**src/rtl/mips32_pkg.sv**
```systemverilog
// Shared types and header field layout for the mips32 program loader.
// Stream headers carry LAST, TGT, COUNT and BASE in one word.
package mips32_pkg;

   typedef enum logic [2:0] {
      IDLE,
      HDR,
      DATA,
      RUN,
      DONE
   } state_t;

   localparam int LAST_BIT = 31;
   localparam int TGT_BIT  = 30;
   localparam int CNT_MSB  = 29;
   localparam int CNT_LSB  = 16;
   localparam int CNT_W    = CNT_MSB - CNT_LSB + 1;

   localparam logic TGT_IMEM = 1'b0;
   localparam logic TGT_DMEM = 1'b1;

   function automatic logic [CNT_W-1:0] hdr_count(
      input logic [31:0] w
   );
      return w[CNT_MSB:CNT_LSB];
   endfunction

endpackage

```
**src/rtl/mips32_cycle_watchdog.sv**
```systemverilog
// RUN-cycle counter with optional limit; a halt in the same cycle
// as the limit wins, so expire without timed_out means a clean halt.
module mips32_cycle_watchdog #(
   parameter int CYCLE_W = 16
) (
   input  logic               clk,
   input  logic               rst,
   input  logic               clear,
   input  logic               enable,
   input  logic [CYCLE_W-1:0] limit,
   input  logic               halted,
   output logic [CYCLE_W-1:0] count,
   output logic               expire,
   output logic               timed_out
);

   logic [CYCLE_W-1:0] count_inc;
   logic               limit_hit;

   assign count_inc = count + CYCLE_W'(1);
   assign limit_hit = enable && (limit != '0) && (count_inc == limit);
   assign expire    = enable && (halted || limit_hit);
   assign timed_out = limit_hit && !halted;

   always_ff @(posedge clk or posedge rst) begin
      if (rst) begin
         count <= '0;
      end else if (clear) begin
         count <= '0;
      end else if (enable && (count != '1)) begin
         count <= count_inc;
      end
   end

endmodule

```
**src/rtl/mips32_boot_loader.sv**
```systemverilog
// Streams header/payload words into imem or dmem, then runs the core
// under a cycle watchdog until it halts or the limit expires.
module mips32_boot_loader
   import mips32_pkg::*;
#(
   parameter int ADDR_W  = 10,
   parameter int DATA_W  = 32,
   parameter int CYCLE_W = 16
) (
   input  logic               clk,
   input  logic               rst,
   input  logic               start,
   input  logic               s_valid,
   output logic               s_ready,
   input  logic [DATA_W-1:0]  s_data,
   output logic               imem_we,
   output logic               dmem_we,
   output logic [ADDR_W-1:0]  mem_addr,
   output logic [DATA_W-1:0]  mem_wdata,
   output logic               cpu_run,
   input  logic               cpu_halted,
   input  logic [CYCLE_W-1:0] cycle_limit,
   output logic [CYCLE_W-1:0] cycles,
   output logic               done,
   output logic               timeout,
   output logic               err
);

   localparam int SUM_W = ((ADDR_W > CNT_W) ? ADDR_W : CNT_W) + 1;

   state_t state, state_nx;

   logic              tgt_q;
   logic              last_q;
   logic [CNT_W-1:0]  cnt_q;
   logic [CNT_W-1:0]  idx_q;
   logic [ADDR_W-1:0] ptr_q;

   logic              start_ok;
   logic              last_word;
   logic [CNT_W-1:0]  hdr_cnt;
   logic [ADDR_W-1:0] hdr_base;
   logic [SUM_W-1:0]  hdr_span;
   logic              hdr_wraps;
   logic              expire;
   logic              timed_out;
   logic              unused_data;

   assign start_ok  = start && ((state == IDLE) || (state == DONE));
   assign last_word = (idx_q + CNT_W'(1)) == cnt_q;
   assign hdr_cnt   = hdr_count(s_data[31:0]);
   assign hdr_base  = s_data[ADDR_W-1:0];
   assign hdr_span  = SUM_W'(hdr_base) + SUM_W'(hdr_cnt);
   assign hdr_wraps = hdr_span > (SUM_W'(1) << ADDR_W);
   assign unused_data = ^s_data;

   mips32_cycle_watchdog #(
      .CYCLE_W(CYCLE_W)
   ) u_wdog (
      .clk      (clk),
      .rst      (rst),
      .clear    (start_ok),
      .enable   (state == RUN),
      .limit    (cycle_limit),
      .halted   (cpu_halted),
      .count    (cycles),
      .expire   (expire),
      .timed_out(timed_out)
   );

   always_ff @(posedge clk or posedge rst) begin
      if (rst) begin
         state <= IDLE;
      end else begin
         state <= state_nx;
      end
   end

   always_comb begin
      state_nx = state;
      s_ready  = 1'b0;
      cpu_run  = 1'b0;
      done     = 1'b0;
      unique case (state)
         IDLE: begin
            if (start) state_nx = HDR;
         end
         HDR: begin
            s_ready = 1'b1;
            if (s_valid) begin
               if (hdr_cnt != '0) begin
                  state_nx = DATA;
               end else if (s_data[LAST_BIT]) begin
                  state_nx = RUN;
               end
            end
         end
         DATA: begin
            s_ready = 1'b1;
            if (s_valid && last_word) begin
               state_nx = last_q ? RUN : HDR;
            end
         end
         RUN: begin
            cpu_run = 1'b1;
            if (expire) state_nx = DONE;
         end
         DONE: begin
            done = 1'b1;
            if (start) state_nx = HDR;
         end
         default: state_nx = IDLE;
      endcase
   end

   // Write port is registered so strobes never depend on s_valid
   // combinationally; address and data hold between writes.
   always_ff @(posedge clk or posedge rst) begin
      if (rst) begin
         tgt_q     <= TGT_IMEM;
         last_q    <= 1'b0;
         cnt_q     <= '0;
         idx_q     <= '0;
         ptr_q     <= '0;
         imem_we   <= 1'b0;
         dmem_we   <= 1'b0;
         mem_addr  <= '0;
         mem_wdata <= '0;
         timeout   <= 1'b0;
         err       <= 1'b0;
      end else begin
         imem_we <= 1'b0;
         dmem_we <= 1'b0;
         if (start_ok) begin
            timeout <= 1'b0;
            err     <= 1'b0;
         end
         if ((state == HDR) && s_valid) begin
            tgt_q  <= s_data[TGT_BIT];
            last_q <= s_data[LAST_BIT];
            cnt_q  <= hdr_cnt;
            ptr_q  <= hdr_base;
            idx_q  <= '0;
            if (hdr_wraps) err <= 1'b1;
         end
         if ((state == DATA) && s_valid) begin
            imem_we   <= (tgt_q == TGT_IMEM);
            dmem_we   <= (tgt_q == TGT_DMEM);
            mem_addr  <= ptr_q;
            mem_wdata <= s_data;
            ptr_q     <= ptr_q + ADDR_W'(1);
            idx_q     <= idx_q + CNT_W'(1);
         end
         if ((state == RUN) && expire) begin
            timeout <= timed_out;
         end
      end
   end

endmodule
```
**config.mk**
```make
export PLATFORM = sky130hd
export DESIGN_NAME = mips32_boot_loader
export DESIGN_NICKNAME = d
export VERILOG_FILES = /design/src/rtl/mips32_pkg.sv /design/src/rtl/mips32_cycle_watchdog.sv /design/src/rtl/mips32_boot_loader.sv
export SDC_FILE = /design/constraint.sdc
export NUM_CORES = 1
export LEC_CHECK = 0
export BUFFER_PORTS_ARGS = -buffer_cell sky130_fd_sc_hd__buf_2
export CAP_MARGIN = 25
export CORE_AREA = 2 2 121 123
export CTS_CLUSTER_DIAMETER = 80
export DETAILED_ROUTE_END_ITERATION = 8
export DIE_AREA = 0 0 123 125
export PLACE_DENSITY_LB_ADDON = 0.08
export SYNTH_ARGS = -nofsm -noshare
export SYNTH_HDL_FRONTEND = slang
export SYNTH_SLANG_ARGS = --single-unit
```
**constraint.sdc**
```tcl
create_clock -name clk -period 3.3 [get_ports clk]
set_input_delay 0.165 -clock clk [delete_from_list [all_inputs] [get_ports clk]]
set_output_delay 0.165 -clock clk [all_outputs]
set_load 0.1 [all_outputs]
```
==> qor.yml <==
run_status:
  status: "finished, violations left"
  failed_checks: "hold timing"
critical_path:
  required_ns: 3.52
  cp_data_arrival_time_ns: 2.83
  crit_slowest_cell: "dfrtp_1"
  end_kind: "flip-flop"
  worstPathMaxFanout: 8
  worst-setup-path-type: "reg2reg"
  crit_chain: "ha_1 > nand3_2 > nor3_4 > xnor2_1 > a2111oi_1 > nand4_1 > o311ai_1 > a31oi_1"
  crit_path_start_kind: "flip-flop"
  cpPeakStageDelay_ns: 0.47
synthesis:
  synth_edf_count: 0
  syn_area_per_cell_um2: 8.58
  yosysUniqueCellTypes: 78
  ys_ff_latch: 105
  synth_ff_type: "dfrtp_1"
  syn-cell-area_mm2: 0.00624
  syn_inst: 727
  yosysWarnings: 0
  ys_seq_area_frac: 0.421
  postSynth.asyncResetShare: 1.00
  syn_nets: 794
placement:
  port_buffers: 117
  pre_cts_slack_ns: 0.527
  dp_hpwl_um: 12600
  gp_congestion: 0.916
  dp.cells: 999
  place_area_mm2: 0.00696
clock_network:
  root_buffer: "clkbuf_16"
  cts_num_sinks: 105
  clk_latency_ns: 0.36
  cts_made_buffers: 9
  cts_buffer_depth: 2
  cts_tree: "done"
  htreeDepth: 3
  path_clk_slew_ns: 0.07
  post_cts_resized: 0
cells_and_area:
  final_nets: 899
  area_growth_pct: 17.8
  layout.cells.non_filler: 1021
  final_area_mm2: 0.00735
  drive_above_1_share: 0.219
  final_cell_mix: "nand2_1 (181), buf_2 (117), dfrtp_1 (105)"
  diodes: 0
  final_common_cell: "nand2_1"
timing:
  hold_viol: 28
  tightest_slew_ns: 0.870
  slew_headroom: 0.420
  worst_hold_slack_ns: -0.0193
  fmax_ghz: 0.383
  min_period_ns: 2.61
  fin_setup_tns_ns: 0
  fin_crit_sh: 0.791
  fin_ws_ns: 0.689
  rsz0062_at_grt: "no"
  maxSlewViolCount: 0
  fin_worst_skew_ns: 0.00850
  finalSetupViolations: 0
power:
  total_power_w: 0.00756
  ir_drop_uv: 1070
  leakage_nw: 3.45
  power.density_mw_per_mm2: 1030
floorplanning:
  die_w_um: 123
  initial_utilization: 0.439
  die_area_mm2: 0.0154
  coreArea_mm2: 0.0142
  dieHeight_um: 125
  io-pin-count: 118
  row_count: 44
hold_path:
  worstHoldPathType: "in2async"
grt:
  grt_pass1_vias: 5399
  antenna_found_initial: 0
  grt_first_pass_wirelength_um: 28500
  grt_usage: 0.234
  grt_remaining_overflow: 0
  grt_max_degree: 69
drt:
  drt_iter0_markers: 390
  drt_pass1_iterations: 5
  drt_wl_total_um: 17300
  vias: 5702
  wl_per_cell_um: 17.0
  postRouteAntennaNets: 0
  avgViaCountPerCell: 5.58
  drc: 0
run:
  maxCapViolCount: 0
layout make-up:
class / count / area (um^2)
fillers: 1370 / 6850
flip-flops and latches: 105 / 2630
multi-input cells: 573 / 3400
well taps: 184 / 230
repair buffers: 131 / 718
clock inverters: 6 / 97.6
clock buffers: 10 / 229
inverters: 12 / 47.5
sequential cells by signal (all words and copies together), names as in the netlist, 3 cells and up:
register,count
cnt_q,14
mem_wdata,32
mem_addr,10
state,3
idx_q,14
u_wdog.count,16
ptr_q,10
synthesized netlist by cell type (all sizes together), types with 2 or more instances:
cell	n	area [um^2]
a21o	4	30.0
nand4	10	68.8
a32oi	2	17.5
or2b	2	15.0
dfrtp	105	2630
or3	2	12.5
nand4b	2	17.5
and3	6	37.5
nand2	183	689
nor4	10	83.8
nor2	51	194
or4	3	22.5
o21a	2	15.0
buf	14	90.1
nand3b	2	15.0
mux2	18	203
o21ai	60	300
a21oi	30	154
a31oi	4	31.3
and4	5	45.0
a22o	3	26.3
inv	12	45.0
o211a	2	20.0
o211ai	3	22.5
a2111oi	2	18.8
o22ai	6	37.5
o21bai	2	15.0
or2	5	31.3
xor2	14	123
o311a	2	20.0
clkbuf	23	87.6
a211oi	5	42.5
nor3b	5	42.5
nor2b	8	50.1
o31ai	19	143
xnor2	21	184
nand3	23	125
nor3	12	71.3
o311ai	2	17.5
mux2i	3	30.0
and2	5	31.3
ha	13	163
o41ai	6	60.1
a311oi	2	23.8
final timing paths:
path	startpoint	to	slack, ns	cells past startpoint
min in group clk	s_data[28]	mem_wdata[28]$_DFFE_PP0P_	0.02	3
setup / recovery	u_wdog.count[0]$_DFFE_PP0P_	state[1]$_DFFE_PP0P_	0.69	8
setup reg to reg	u_wdog.count[0]$_DFFE_PP0P_	state[1]$_DFFE_PP0P_	0.69	8
hold / removal	rst	mem_wdata[9]$_DFFE_PP0P_	-0.02	2
hold reg to reg	tgt_q$_DFFE_PP0P_	imem_we$_DFF_PP0_	0.46	1
max in group asynchronous	rst	idx_q[7]$_DFFE_PP0P_	2.62	3
per-stage QoR:
step                      hold WS, ns  utilization
after floorplan                 0.270            -
after global placement          0.354        0.490
after detailed placement        0.363        0.490
after CTS                      0.0149        0.517
after global routing           0.0397        0.517
final                         -0.0193        0.517
worst max-delay path: cells and delay by family, from the launching register on:
kind	cells	cell delay, ns
AO/OA/AOI/OAI	3	0.83
AND/OR/NAND/NOR	3	0.74
flip-flops	1	0.47
adder cells (fa/ha/maj)	1	0.32
XOR/XNOR	1	0.10
repair_timing:
action / 4_1_cts / 5_1_grt
setup endpoints to repair: 0 / 0
hold buffers: 6 / 0
endpoints found under the hold margin: 6 / 0
buffers inserted: 0 / 0
where the power goes:
group,internal (W),switching [W]
sequential,0.00175,0.000400
clock,0.000677,0.000524
combinational,0.000914,0.00329
total,0.00334,0.00422
kinds of logic after synthesis:
kind of cell | share of synthesized area
xor+xnor | 0.0491
simple gates | 0.257
compound gates | 0.171
buf+inv | 0.0357
mux | 0.0373
fa+ha+maj | 0.0293
flops | 0.421
per-layer routing:
layer / up-vias / GRT usage / part of all wire
met1: 2734 / 0.345 / 0.47
met2: 165 / 0.356 / 0.46
met4: 0 / 0.0702 / 0.018
li1: 2776 / - / -
met5: - / 0 / 0
met3: 27 / 0.0333 / 0.047
No activity file was read; power rests on OpenSTA's default activity.
